$ cat config.mk
export PLATFORM = sky130hd
export DESIGN_NAME = commit_store_queue
export DESIGN_NICKNAME = d
export VERILOG_FILES = /design/src/rtl/ariane_pkg.sv /design/src/rtl/commit_stq_ring.sv /design/src/rtl/commit_store_queue.sv
export SDC_FILE = /design/constraint.sdc
export NUM_CORES = 2
export LEC_CHECK = 0
export BUFFER_PORTS_ARGS = -buffer_cell sky130_fd_sc_hd__buf_2
export CORE_ASPECT_RATIO = 0.6
export CORE_MARGIN = 1
export CORE_UTILIZATION = 55
export DETAILED_ROUTE_END_ITERATION = 12
export MAX_ROUTING_LAYER = met4
export PLACE_DENSITY = 0.84
export SLEW_MARGIN = 20
export SYNTH_ARGS = -nofsm -noshare
export SYNTH_HDL_FRONTEND = slang
export SYNTH_SLANG_ARGS = --single-unit
$ cat constraint.sdc
create_clock -name clk_i -period 49.9 [get_ports clk_i]
set_clock_uncertainty 0.15 [all_clocks]
set_input_delay 4.99 -clock clk_i [delete_from_list [all_inputs] [get_ports clk_i]]
set_output_delay 4.99 -clock clk_i [all_outputs]
set_load 0.01 [all_outputs]
$ cat src/rtl/ariane_pkg.sv
// Shared LSU types and default depths for the commit-side store queue.
// Used by commit_stq_ring and commit_store_queue.
package ariane_pkg;

    typedef struct packed {
        logic [63:0] paddr;
        logic [63:0] data;
        logic [7:0]  be;
    } stq_entry_t;

    localparam int unsigned STQ_SPEC_DEPTH   = 4;
    localparam int unsigned STQ_COMMIT_DEPTH = 4;

endpackage

$ cat src/rtl/commit_stq_ring.sv
// Circular store buffer with push/pop/clear, head read-out and per-entry valids.
// Clear wins over a same-cycle push; a same-cycle pop is applied first.
module commit_stq_ring
    import ariane_pkg::*;
#(
    parameter int unsigned DEPTH = 4
) (
    input  logic                    clk_i,
    input  logic                    rst_i,
    input  logic                    push_i,
    input  logic                    pop_i,
    input  logic                    clear_i,
    input  stq_entry_t              data_i,
    output stq_entry_t              head_o,
    output logic                    full_o,
    output logic                    empty_o,
    output logic [DEPTH-1:0]        valid_o,
    output stq_entry_t [DEPTH-1:0]  mem_o
);

    localparam int unsigned PW = $clog2(DEPTH);

    stq_entry_t [DEPTH-1:0] mem_q;
    logic [DEPTH-1:0]       valid_q, valid_d;
    logic [PW-1:0]          rd_q, rd_d;
    logic [PW-1:0]          wr_q, wr_d;
    logic [PW:0]            cnt_q, cnt_d;

    always_comb begin
        rd_d    = rd_q + PW'(pop_i);
        wr_d    = wr_q + PW'(push_i);
        cnt_d   = cnt_q + (PW+1)'(push_i) - (PW+1)'(pop_i);
        valid_d = valid_q;
        if (pop_i) begin
            valid_d[rd_q] = 1'b0;
        end
        if (push_i) begin
            valid_d[wr_q] = 1'b1;
        end
        // Whatever survives the pop is discarded; the ring restarts at the new head.
        if (clear_i) begin
            wr_d    = rd_d;
            cnt_d   = '0;
            valid_d = '0;
        end
    end

    always_ff @(posedge clk_i or posedge rst_i) begin
        if (rst_i) begin
            mem_q   <= '0;
            valid_q <= '0;
            rd_q    <= '0;
            wr_q    <= '0;
            cnt_q   <= '0;
        end else begin
            if (push_i && !clear_i) begin
                mem_q[wr_q] <= data_i;
            end
            valid_q <= valid_d;
            rd_q    <= rd_d;
            wr_q    <= wr_d;
            cnt_q   <= cnt_d;
        end
    end

    assign empty_o = (cnt_q == '0);
    assign full_o  = (cnt_q == (PW+1)'(DEPTH));
    assign head_o  = empty_o ? '0 : mem_q[rd_q];
    assign valid_o = valid_q;
    assign mem_o   = mem_q;

endmodule

$ cat src/rtl/commit_store_queue.sv
// Speculative + commit store queues feeding the D$ write port in order.
// Optional load page-offset conflict check: define COMMIT_STQ_FWD_EN.
module commit_store_queue
    import ariane_pkg::*;
#(
    parameter int unsigned SPEC_DEPTH   = STQ_SPEC_DEPTH,
    parameter int unsigned COMMIT_DEPTH = STQ_COMMIT_DEPTH
) (
    input  logic        clk_i,
    input  logic        rst_i,
    input  logic        flush_i,
    input  logic        valid_i,
    input  logic [63:0] paddr_i,
    input  logic [63:0] data_i,
    input  logic [7:0]  be_i,
    output logic        ready_o,
    input  logic        commit_i,
    output logic        commit_ready_o,
    output logic        no_st_pending_o,
    output logic        req_o,
    output logic [63:0] addr_o,
    output logic [63:0] wdata_o,
    output logic [7:0]  be_o,
    input  logic        gnt_i,
    input  logic [11:0] page_offset_i,
    output logic        page_offset_match_o
);

    stq_entry_t                    spec_in, spec_head, cmt_head;
    stq_entry_t [SPEC_DEPTH-1:0]   spec_mem;
    stq_entry_t [COMMIT_DEPTH-1:0] cmt_mem;
    logic [SPEC_DEPTH-1:0]         spec_vld;
    logic [COMMIT_DEPTH-1:0]       cmt_vld;
    logic spec_full, spec_empty;
    logic cmt_full, cmt_empty;
    logic cmt_pop;

    assign spec_in = '{paddr: paddr_i, data: data_i, be: be_i};
    assign cmt_pop = !cmt_empty && gnt_i;

    commit_stq_ring #(.DEPTH(SPEC_DEPTH)) i_spec (
        .clk_i   (clk_i),
        .rst_i   (rst_i),
        .push_i  (valid_i),
        .pop_i   (commit_i),
        .clear_i (flush_i),
        .data_i  (spec_in),
        .head_o  (spec_head),
        .full_o  (spec_full),
        .empty_o (spec_empty),
        .valid_o (spec_vld),
        .mem_o   (spec_mem)
    );

    commit_stq_ring #(.DEPTH(COMMIT_DEPTH)) i_commit (
        .clk_i   (clk_i),
        .rst_i   (rst_i),
        .push_i  (commit_i),
        .pop_i   (cmt_pop),
        .clear_i (1'b0),
        .data_i  (spec_head),
        .head_o  (cmt_head),
        .full_o  (cmt_full),
        .empty_o (cmt_empty),
        .valid_o (cmt_vld),
        .mem_o   (cmt_mem)
    );

    assign ready_o         = !spec_full;
    assign commit_ready_o  = !cmt_full;
    assign no_st_pending_o = cmt_empty;
    assign req_o           = !cmt_empty;
    assign addr_o          = cmt_head.paddr;
    assign wdata_o         = cmt_head.data;
    assign be_o            = cmt_head.be;

`ifdef COMMIT_STQ_FWD_EN
    logic match;
    logic unused_lo;

    always_comb begin
        match = 1'b0;
        for (int i = 0; i < SPEC_DEPTH; i++) begin
            if (spec_vld[i] && spec_mem[i].paddr[11:3] == page_offset_i[11:3]) begin
                match = 1'b1;
            end
        end
        for (int i = 0; i < COMMIT_DEPTH; i++) begin
            if (cmt_vld[i] && cmt_mem[i].paddr[11:3] == page_offset_i[11:3]) begin
                match = 1'b1;
            end
        end
    end

    assign unused_lo           = ^page_offset_i[2:0];
    assign page_offset_match_o = match;
`else
    logic unused_fwd;
    assign unused_fwd = ^{page_offset_i, spec_vld, cmt_vld, spec_mem, cmt_mem};
    assign page_offset_match_o = 1'b0;
`endif

`ifndef SYNTHESIS
    a_push_full: assert property (@(posedge clk_i) disable iff (rst_i)
        valid_i |-> ready_o)
        else $error("store pushed while speculative queue full");
    a_commit_empty: assert property (@(posedge clk_i) disable iff (rst_i)
        commit_i |-> !spec_empty)
        else $error("commit with empty speculative queue");
    a_commit_full: assert property (@(posedge clk_i) disable iff (rst_i)
        commit_i |-> commit_ready_o)
        else $error("commit while commit queue full");
`endif

endmodule

==> summary.md <==
| Metric | Value |
|---|---|
| Status | `completed` |
| Final nets | `3242` |
| Dpl cells | `4114` |
| Port buffer count | `roughly 280` |
| Most used DFF post-synth | `dfrtp_1` |
| Drt pass-1 iters | `5` |
| Cell Pwr Density | `between 70 and 80 nW/um2` |
| Final Hold Viols | `0` |
| Clock sink count | `1102` |
| Pin slew with the least headroom to its limit | `1.10 ns` |
| IO Pins | `between 200 and 300` |
| Seq/Total Area, Yosys | `around three fifths` |
| CTS clk-pin slew, worst paths | `about 0.060 ns` |
| Syn-to-layout area delta | `11.8%` |
| Post-CTS setup buffer count | `0` |
| FF+latch count, synth | `approximately 1100` |
| Post-Synth Adder-Cell Area | `less than 1%` |
| Post-CTS Hold Buffers | `0` |
| Hold Path Sink | `i_spec.mem_o[291]` |
| Leakage Power | `23.5 nW` |
| Setup TNS | `0 ns` |
| Critical Path Start Type | `register` |
| Crit end category | `output port` |
| Hold Crit Class | `register to register` |
| Drc violations | `0` |
| CTS resizes | `0` |
| Post-synthesis simple-gate area fraction | `under 10%` |
| Mapped Nets | `a little over 3000` |
| RSZ-0062 raised after global routing | `false` |
| Slew headroom | `between 20% and 30%` |
| Met1 Wirelength | `about 49 mm` |
| Leading cell types in the layout, fill and taps excluded | `dfrtp_1 (1098), mux2_2 (545), a22o_1 (544)` |
| Mux contribution to synthesized area | `26.0%` |
| Setup-failing EPs final | `0` |
| Max-Cap Viols | `0` |
| DP Worst Slack | `40.35 ns` |
| Vias per inst | `about 6.5` |
| Max Fclk | `0.110 GHz` |
| Main combinational cell family by area after synthesis | `multiplexers` |
| Final wirelength | `~110 mm` |
| Crit path time final | `9.11 ns` |
| Final Power | `approximately 3.8 mW` |
| Number of fill cells | `5924` |
| DR WL met2 | `around 55 mm` |
| # H-tree levels | `3` |
| CP max FO | `39` |
| Site row count | `82` |
| DR WL/cell | `approximately 27 um` |
| Synth warn | `0` |
| Synth unique cells | `31` |
| TritonCTS clock tree | `built` |
| Routability cong. | `0.752` |
| Share of cells above drive strength 1 | `42.0%` |
| Clock root cell | `clkbuf_16` |
| Post-route ant nets | `0` |
| Die Wd | `between 300 and 400 um` |
| Post-synth EDFFs | `0` |
| Top Layer Used | `met4` |
| Min-Delay Startpoint | `i_spec.mem_o[291]` |
| Fin cells | `roughly 4300` |
| CP arrival | `3.97 ns` |
| Initial antenna violation count | `16` |
| Most common cell after layout, fill and taps aside | `dfrtp_1` |
| Synth Instances | `roughly 2900` |
| Gr usage total | `27.9%` |
| CTS Buf Count | `98` |
| Post-Synthesis Mean Instance Area | `around 16 um2` |
| Hpwl dp | `~63 mm` |
| Met3 wire len | `just over 8 mm` |
| Clk_lat worst skew | `slightly below 0.7 ns` |
| Final worst setup slack | `approximately 40 ns` |
| Kind of critical path | `register to output port` |
| DR vias | `28100` |
| Crit share post-route | `18.3%` |
| Hold Crit Depth | `1` |
| XOR/XNOR Fraction of Synth Area | `less than 1%` |
| Vias in the first global route | `30300` |
| WP data required | `44.76 ns` |
| Worst R2R End | `i_commit.mem_o[115]` |
| Largest net degree at the start of global routing | `about 190` |
| First-pass GRT wire length | `around 180 mm` |
| Synth async-reset ratio | `100%` |
| Slew Viols, Final | `0` |
| Clock Tree Buf Depth | `3` |
| Initial core utilization | `~56%` |
| Full die area | `a little under 90000 um2` |
| Die Y | `roughly 230 um` |
| Grt ovf | `0` |
| Synthesized area | `47200 um2` |
| Reg2Reg Depth | `4` |
| Worst VDD drop | `slightly above 0.04 mV` |
| Compound-gate portion of the synthesized area | `~10%` |
| Initial DRC count | `between 2000 and 2500` |
| Flop2flop setup slack | `between 40 and 50 ns` |
| Worst r2r src | `i_spec.rd_q[0]` |
| Core area | `84200 um2` |
==> layer usage <==
| layer | global-route usage, % | vias to the layer above |
|---|---|---|
| met1 | 39.4 | 15200 |
| met5 | - | - |
| met3 | 5.34 | 188 |
| li1 | - | 11600 |
| met4 | 7.08 | 0 |
| met2 | 42.0 | 1113 |
==> cells by family after synthesis <==
logic type / after synthesis
multiplexers: 817
AND/OR/NAND/NOR: 162
adder cells (fa/ha/maj): 8
XOR/XNOR: 8
buffers and inverters: 262
AO/OA/AOI/OAI: 546
other: 1
flip-flops: 1102
==> stage by stage <==
step                      instance area [um2]  utilization (%)  hold slack [ns]
after floorplan                         47200                -            0.311
after global placement                  49200             58.4            0.332
after detailed placement                49200             58.4            0.335
after CTS                               52800             62.6            0.353
after global routing                    52800             62.7            0.358
final                                   52800             62.7            0.349
==> state kept, by name, summed over array words and instances, names as in the netlist <==
| signal | count |
|---|---|
| i_commit.mem_o | 544 |
| i_spec.mem_o | 544 |
| i_commit.cnt_q | 3 |
| i_spec.cnt_q | 3 |
| i_commit.rd_q | 2 |
| i_commit.wr_q | 2 |
| i_spec.rd_q | 2 |
| i_spec.wr_q | 2 |
==> worst max-delay path: stages, from the launching register on <==
cell and delay, ns:
dfrtp_4 0.84, buf_4 0.60, buf_4 0.80, mux4_2 0.62, and2_1 0.19, buf_2 0.14
==> cells in the mapped netlist, types with 3 or more instances <==
| cell | instances | share of area [%] |
|---|---|---|
| nor2_1 | 4 | 0.032 |
| mux2_2 | 545 | 13 |
| buf_6 | 29 | 0.69 |
| buf_2 | 93 | 0.99 |
| ha_1 | 6 | 0.16 |
| clkbuf_1 | 93 | 0.74 |
| buf_1 | 20 | 0.16 |
| xnor2_1 | 4 | 0.074 |
| mux4_2 | 272 | 13 |
| inv_1 | 7 | 0.056 |
| nand3_1 | 4 | 0.042 |
| a22o_1 | 544 | 10 |
| dfrtp_1 | 1102 | 58 |
| nand2_1 | 3 | 0.024 |
| buf_4 | 20 | 0.32 |
| xor2_1 | 4 | 0.074 |
| and2_1 | 137 | 1.8 |
==> report_power, final <==
group / switching (mW) / leakage [nW] / total (mW) / internal [mW]
clock: 0.343 / 1.74 / 0.827 / 0.484
sequential: 0.237 / 13.8 / 1.54 / 1.30
combinational: 0.687 / 7.91 / 1.46 / 0.773
total: 1.27 / 23.5 / 3.82 / 2.56
==> how the worst max path moves through the flow <==
stage                           from                end  slack [ns]
finish              i_commit.rd_q[0]         addr_o[16]       40.79
global placement               rst_i     i_spec.rd_q[0]       40.35
floorplan                      rst_i  i_commit.cnt_q[0]       13.73
detailed placement             rst_i  i_spec.mem_o[246]       40.35
global route        i_commit.rd_q[0]            be_o[2]       40.46
CTS                 i_commit.rd_q[0]            be_o[2]       40.63
==> layout make-up <==
cell class              count  area (um2)  area share, %
well taps                1134        1420           2.69
repair buffers            329        1830           3.46
inverters                   7        33.8         0.0640
multi-input cells        1542       18300           34.7
diodes                     16        40.0         0.0758
flip-flops and latches   1102       27600           52.3
clock buffers             140        2890           5.48
clock inverters            44         671           1.27
Power figures use the tool's default switching activity.
